--- src/rtl/booth_pkg.sv ---
// booth_pkg: shared state encoding and sizing for the serial Booth multiplier sequencer.
package booth_pkg;

  localparam int BOOTH_W = 8;
  localparam int LATENCY = 11;

  localparam logic [1:0] ST_IDLE = 2'd0;
  localparam logic [1:0] ST_LOAD = 2'd1;
  localparam logic [1:0] ST_WAIT = 2'd2;
  localparam logic [1:0] ST_DONE = 2'd3;

  typedef enum logic [1:0] {
    S_IDLE = ST_IDLE,
    S_LOAD = ST_LOAD,
    S_WAIT = ST_WAIT,
    S_DONE = ST_DONE
  } state_e;

endpackage

--- src/rtl/booth_seq_ctrl.sv ---
// booth_seq_ctrl: feeds operand pairs to the serial Booth multiplier and returns its product, with a WAIT watchdog.
// Defining BOOTH_SEQ_ACC_EN adds a running accumulator of good products (res_acc, cleared by acc_clr).
module booth_seq_ctrl
  import booth_pkg::*;
#(
  parameter int W       = BOOTH_W,
  parameter int CYC_MAX = 12
) (
  input  logic           clk,
  input  logic           rst,
  input  logic           op_valid,
  output logic           op_ready,
  input  logic [W-1:0]   op_mc,
  input  logic [W-1:0]   op_mp,
  output logic           mul_start,
  output logic [W-1:0]   mul_mc,
  output logic [W-1:0]   mul_mp,
  input  logic           mul_busy,
  input  logic [2*W-1:0] mul_prod,
  output logic           res_valid,
  input  logic           res_ready,
  output logic [2*W-1:0] res_prod,
  output logic           res_err
`ifdef BOOTH_SEQ_ACC_EN
  ,
  input  logic           acc_clr,
  output logic [2*W+7:0] res_acc
`endif
);

  localparam logic [3:0] WDOG_LAST = 4'(CYC_MAX - 1);

  state_e           r_state;
  logic             r_op_ready;
  logic             r_start;
  logic [W-1:0]     r_mc;
  logic [W-1:0]     r_mp;
  logic [2*W-1:0]   r_prod;
  logic             r_err;
  logic             r_valid;
  logic [3:0]       r_wdog;

  // Sequencer FSM; busy is only trusted from the first WAIT cycle on, and the first !busy is captured.
  always_ff @(posedge clk or posedge rst) begin
    if (rst) begin
      r_state    <= S_IDLE;
      r_op_ready <= 1'b1;
      r_start    <= 1'b0;
      r_mc       <= {W{1'b0}};
      r_mp       <= {W{1'b0}};
      r_prod     <= {(2*W){1'b0}};
      r_err      <= 1'b0;
      r_valid    <= 1'b0;
      r_wdog     <= 4'd0;
    end else begin
      case (r_state)
        S_IDLE: begin
          if (op_valid) begin
            r_mc       <= op_mc;
            r_mp       <= op_mp;
            r_op_ready <= 1'b0;
            r_start    <= 1'b1;
            r_state    <= S_LOAD;
          end else begin
            r_op_ready <= 1'b1;
          end
        end
        S_LOAD: begin
          r_start <= 1'b0;
          r_wdog  <= 4'd0;
          r_state <= S_WAIT;
        end
        S_WAIT: begin
          if (!mul_busy) begin
            r_prod  <= mul_prod;
            r_err   <= 1'b0;
            r_valid <= 1'b1;
            r_state <= S_DONE;
          end else if (r_wdog == WDOG_LAST) begin
            r_prod  <= {(2*W){1'b0}};
            r_err   <= 1'b1;
            r_valid <= 1'b1;
            r_state <= S_DONE;
          end else begin
            r_wdog <= r_wdog + 4'd1;
          end
        end
        S_DONE: begin
          if (res_ready) begin
            r_valid    <= 1'b0;
            r_op_ready <= 1'b1;
            r_state    <= S_IDLE;
          end else begin
            r_valid <= 1'b1;
          end
        end
        default: begin
          r_state    <= S_IDLE;
          r_op_ready <= 1'b1;
          r_start    <= 1'b0;
          r_valid    <= 1'b0;
        end
      endcase
    end
  end

  assign op_ready  = r_op_ready;
  assign mul_start = r_start;
  assign mul_mc    = r_mc;
  assign mul_mp    = r_mp;
  assign res_valid = r_valid;
  assign res_prod  = r_prod;
  assign res_err   = r_err;

`ifdef BOOTH_SEQ_ACC_EN
  logic             w_xfer;
  logic [2*W+7:0]   r_acc;

  assign w_xfer = (r_state == S_DONE) && res_ready && !r_err;

  // Running sum of good products; a same-cycle clear drops the product being returned.
  always_ff @(posedge clk or posedge rst) begin
    if (rst) begin
      r_acc <= {(2*W+8){1'b0}};
    end else if (acc_clr) begin
      r_acc <= {(2*W+8){1'b0}};
    end else if (w_xfer) begin
      r_acc <= r_acc + {{8{r_prod[2*W-1]}}, r_prod};
    end else begin
      r_acc <= r_acc;
    end
  end

  assign res_acc = r_acc;
`endif

endmodule
--- config.mk ---
export PLATFORM = sky130hd
export DESIGN_NAME = booth_seq_ctrl
export DESIGN_NICKNAME = d
export VERILOG_FILES = /design/src/rtl/booth_pkg.sv /design/src/rtl/booth_seq_ctrl.sv
export SDC_FILE = /design/constraint.sdc
export NUM_CORES = 1
export LEC_CHECK = 0
export ABC_AREA = 1
export CAP_MARGIN = 20
export CELL_PAD_IN_SITES_DETAIL_PLACEMENT = 1
export CELL_PAD_IN_SITES_GLOBAL_PLACEMENT = 2
export CORE_ASPECT_RATIO = 0.8
export CORE_MARGIN = 5
export CORE_UTILIZATION = 26
export DETAILED_ROUTE_END_ITERATION = 10
export GPL_TIMING_DRIVEN = 1
export HOLD_SLACK_MARGIN = 0.03
export PLACE_DENSITY = 0.87
export SYNTH_ARGS = -nofsm -noshare
export SYNTH_HDL_FRONTEND = slang
export SYNTH_SLANG_ARGS = --single-unit
--- constraint.sdc ---
create_clock -name clk -period 2.4 [get_ports clk]
set_input_delay 0.36 -clock clk [delete_from_list [all_inputs] [get_ports clk]]
set_output_delay 0.36 -clock clk [all_outputs]
set_load 0.1 [all_outputs]
; ---- After elaboration in Yosys (flattened, before gate mapping)
; Cells that the tools add are included.
[op_classes]
n_lt_le_gt_ge = 0
n_eq_ne = 10
n_reduce_logical = 12
multipliers = 0
shift = 0
muxes = 20
div_mod_pow = 0
n_addsub = 1
bitwise = 0
[op_table]
columns = cell, n
row1 = two-way mux 16 bit, 2
row2 = AND reduction 2 bit, 5
row3 = two-way mux 2 bit, 4
row4 = two-way mux 4 bit, 2
row5 = "inequality test 2 bit, second input constant", 4
row6 = case mux 2 bit (4 select lines), 1
row7 = case mux 4 bit (2 select lines), 1
row8 = nonzero test 2 bit, 4
row9 = two-way mux 1 bit, 7
row10 = case mux 1 bit (2 select lines), 3
row11 = AND reduction 3 bit, 2
row12 = "adder 4 x 1 -> 4 bit, second input constant", 1
row13 = "equality test 2 bit, second input constant", 2
row14 = "equality test 4 bit, second input constant", 1
row15 = "inequality test 3 bit, second input constant", 1
row16 = "equality test 2 x 1 -> 1 bit, second input constant", 1
row17 = zero test 2 bit, 1
row18 = "inequality test 2 x 1 -> 1 bit, second input constant", 1
[word_totals]
out_inout_bits = 36
wordCells = 52
latch_bits = 0
mem_bits_rw = 0
rom_bits = 0
n_memories = 0
reg_bits = 42
in_bits = 37

; ---- Longest topological paths before layout
[depth]
depth_word = 4
ltp_mapped = 8

; ---- Worst setup path after synthesis
; Ideal clock, no wire load.
[synth_timing]
path_type = register -> register
start = register r_state[0]
end = register r_prod[0], in the netlist res_prod[0]
path_slack_ps = 1028
stages_incl_launch_ff = 9
t_arrival_ps = 1249
path_cell_list = dfrtp_1 > inv_1 > ha_1 > inv_2 > nor2_4 > inv_4 > buf_6 > nand3_1 > nand2_1
[synth_via]
elab_chain_len = 2
[synth_rtl]
columns = item, line_no
row1 = start: declaration, booth_seq_ctrl.sv:33  ; state_e r_state;
row2 = start signal: assignment, booth_seq_ctrl.sv:46  ; r_state <= S_IDLE;
row3 = start signal: assignment, booth_seq_ctrl.sv:63  ; r_state <= S_LOAD;
row4 = start signal: assignment, booth_seq_ctrl.sv:71  ; r_state <= S_WAIT;
row5 = equality test 2 bit, booth_seq_ctrl.sv:56  ; case (r_state)
row6 = AND reduction 2 bit (no line), n/a
row7 = end signal: assignment, booth_seq_ctrl.sv:51  ; r_prod <= {(2*W){1'b0}};
row8 = end signal: assignment, booth_seq_ctrl.sv:75  ; r_prod <= mul_prod;
row9 = end signal: assignment, booth_seq_ctrl.sv:80  ; r_prod <= {(2*W){1'b0}};
row10 = end: declaration, booth_seq_ctrl.sv:38  ; logic [2*W-1:0] r_prod;
; No other way between the ends.
; A chain may end at the register's enable or synchronous reset.

; ---- Worst setup path in the final report
[layout_timing]
start = register r_state[0]
end = register r_prod[2], in the netlist res_prod[2]
; Same word-level chain as after synthesis.

==> metrics.log <==
[metrics] violation count after the first detailed-routing iteration: 31
[metrics] antenna fix cells: 0
[metrics] detailed-route wire length: 4900 um
[metrics] Placer Congestion: 0.729
[metrics] final standard cell area without fillers: 2600 um^2
[metrics] Max Fclk: about 590 MHz
[metrics] DR WL/cell: roughly 13 um
[metrics] slowest library cell on the worst path: dfrtp_1
[metrics] Residual DRC: 0
[metrics] post-synthesis instance area: roughly 1800 um^2
[metrics] Horiz. Die Dim: 103 um
[metrics] dominant cell type by area after synthesis: dfrtp_1
[metrics] area growth from synthesis to final layout: 43.6%
[metrics] transition at the pin with the smallest max-transition slack: 0.547 ns
[metrics] async set or reset register ratio after synthesis: 100%
[metrics] overall fraction of global-route tracks in use: about an eighth
[metrics] number of buffer and inverter instances along the worst setup path: 3
[metrics] gate count of the mapped netlist: a little over 200
[metrics] setup repair after global routing missed its margin: no
[metrics] chip height: roughly 85 um
[metrics] longest individual stage delay on the worst path: ~0.42 ns
[metrics] cell row count: 27
[metrics] Detailed Routing Iterations Pass 1: 4
[metrics] final max-slew violation count: 0
[metrics] TritonCTS buffer count: 5
[metrics] number of max-cap violations: 0
[metrics] top-level port count: 73
[metrics] number of routed nets with antenna violations: 0
[metrics] synth warn: 0
[metrics] Crit path required time: 2.57 ns
[metrics] HPWL after detailed placement: 3650 um
[metrics] core area: 6820 um^2
[metrics] net count of the mapped netlist: 249
[metrics] post-CTS setup repair buffer count: 0
[metrics] number of instances resized during post-cts repair: 0
[metrics] Total Nets Final: 324
[metrics] family with the most delay on the worst path: simple AND/OR/NAND/NOR gates
[metrics] EDFF count, synth: 0
[metrics] R2R setup slack: 0.70 ns
[metrics] fraction of post-synthesis cell area in the top cell type by area: a little under three fifths
[metrics] WP data arrival: 1.87 ns
[metrics] Hold/Removal Path Class: flip-flop to flip-flop
[metrics] worst clock skew: 0.00321 ns
[metrics] cell breakdown of the critical path: inv_1 > ha_1 > inv_2 > nor2_4 > inv_4 > nand3_1 > nand2_1
[metrics] top area cells in the synthesized netlist: dfrtp_1 57%, nand2_1 21%, nand3_1 6.9%
[metrics] post-synthesis cell type count: 22
[metrics] clock slew seen by the registers of the worst setup and hold paths: 0.08 ns
[metrics] CTS sink cnt: 42
[metrics] worst max-slew margin expressed relative to the limit: 63.5%
[metrics] post-place instance area: 2520 um^2
[metrics] min Tclk post-route: 1.70 ns
[metrics] primary flip-flop cell chosen by synthesis mapping: dfrtp_1
[metrics] number of storage elements in the synthesis netlist: 42
[metrics] Layout Utilization: 38.2%
[metrics] met1 track demand over resource: 16.8%
[metrics] critical setup path kind: flip-flop to flip-flop
[metrics] final global-route overflow total: 0
[metrics] initial antenna violation count: 0
[metrics] setup total negative slack: 0 ns
[metrics] maximum number of pins on one net before global-route repair: 43
[metrics] mean post-synth cell area: 8.76 um^2
[metrics] setup violators final: 0
[metrics] number of endpoints with negative hold slack in the final report: 0
[metrics] share of cells above drive strength 1: between 10% and 20%
[metrics] die area: 8750 um^2
[metrics] portion of the post-synthesis area used by sequential elements: 58.0%
[metrics] share of the clock period used by the worst path: 70.8%
[metrics] category of the worst setup path launch point: flip-flop
[metrics] overall via count from detail_route: 1584
[metrics] maximum fanout along the worst path: 18
[metrics] number of buffers on the longest clock path: 2
[metrics] worst-skew pair later-pin latency: approximately 0.28 ns
[metrics] average via count per standard cell: 4.29
[metrics] Post-CTS Hold Fix Bufs: 0
[metrics] commonest cells in the netlist: 101 x nand2_1, 41 x dfrtp_1, 25 x nand3_1
[metrics] clock root buffer master: clkbuf_8
[metrics] clock tree from TritonCTS: done
[metrics] met2 routing resource usage after global routing: 17.7%
[metrics] maximum level of the CTS H-tree: 2
[metrics] endpoint type of the worst setup path: flip-flop
[metrics] starting density of the core: 26.6%
[metrics] run status: complete, no violations
[metrics] global-route track usage on met3: under 10%
[metrics] vias in the first global route: 1687
[metrics] busiest layer in global routing: met2
[metrics] Port-buffer cells: 72
[metrics] most used standard cell by instance count after synthesis: nand2_1
[metrics] global-route wire length before repair: just over 8000 um
## cells in the final DEF (no fill, tap or decap), types with 3 or more instances in the layout
cell / Yosys / routed
buf_4: 3 / 38
clkbuf_8: 0 / 5
clkdlybuf4s50_1: 0 / 36
dfrtp_1: 41 / 41
ha_1: 5 / 5
inv_1: 12 / 11
nand2_1: 101 / 101
nand3_1: 25 / 25
o21ai_1: 3 / 3
## flip-flops by register name, summed over array words and instances, names as in the netlist
register	count
res_err	1
res_prod	16
mul_mc	8
r_state	2
r_wdog	4
mul_mp	8
res_valid	1
mul_start	1
op_ready	1
## area by class of cell
class                      instances  area (um^2)
inverter                          15         58.8
clock buffer                       5         68.8
clock inverter                     2         10.0
tap                               87          109
sequential                        42         1050
multi-input combinational        144          659
timing repair buffer              74          646
fill                             809         4220
## worst register-to-register path: stages (launching register included)
cell and delay [ns]:
dfrtp_1 0.42, inv_1 0.10, ha_1 0.26, inv_2 0.09, nor2_4 0.36, inv_4 0.17, nand3_1 0.12, nand2_1 0.07
## metrics by stage
stage	std cells	worst slack, ns	hold WS [ns]
floorplan	207	1.03	0.470
global placement	362	0.668	0.463
detailed placement	362	0.639	0.470
CTS	369	0.645	0.491
global route	369	0.465	0.503
finish	369	0.701	0.489
## layer usage
layer	wire length (um)	up-vias
met5	0	-
met4	17	0
met3	373	2
met2	2150	51
met1	2360	738
li1	-	793
## kinds of logic after synthesis
kind of cell | Yosys count | share of synthesized area, %
simple gates | 131 | 30.4
flops | 42 | 58.0
buf+inv | 21 | 5.59
compound gates | 7 | 2.07
fa+ha+maj | 5 | 3.45
xor+xnor | 1 | 0.483
## final timing paths
| path | from | end | cells past startpoint |
|---|---|---|---|
| setup / recovery | r_state[0] | res_prod[2] | 7 |
| hold / removal | mul_mc[6] | mul_mc[6] | 2 |
| setup reg to reg | r_state[0] | res_prod[2] | 7 |
| hold reg to reg | mul_mc[6] | mul_mc[6] | 2 |
| max in group asynchronous | rst | op_ready | 3 |
| min in group asynchronous | rst | res_prod[8] | 3 |
Power is not shown: default switching activity piles up to over one toggle a cycle in this logic, so the estimate is an artifact.
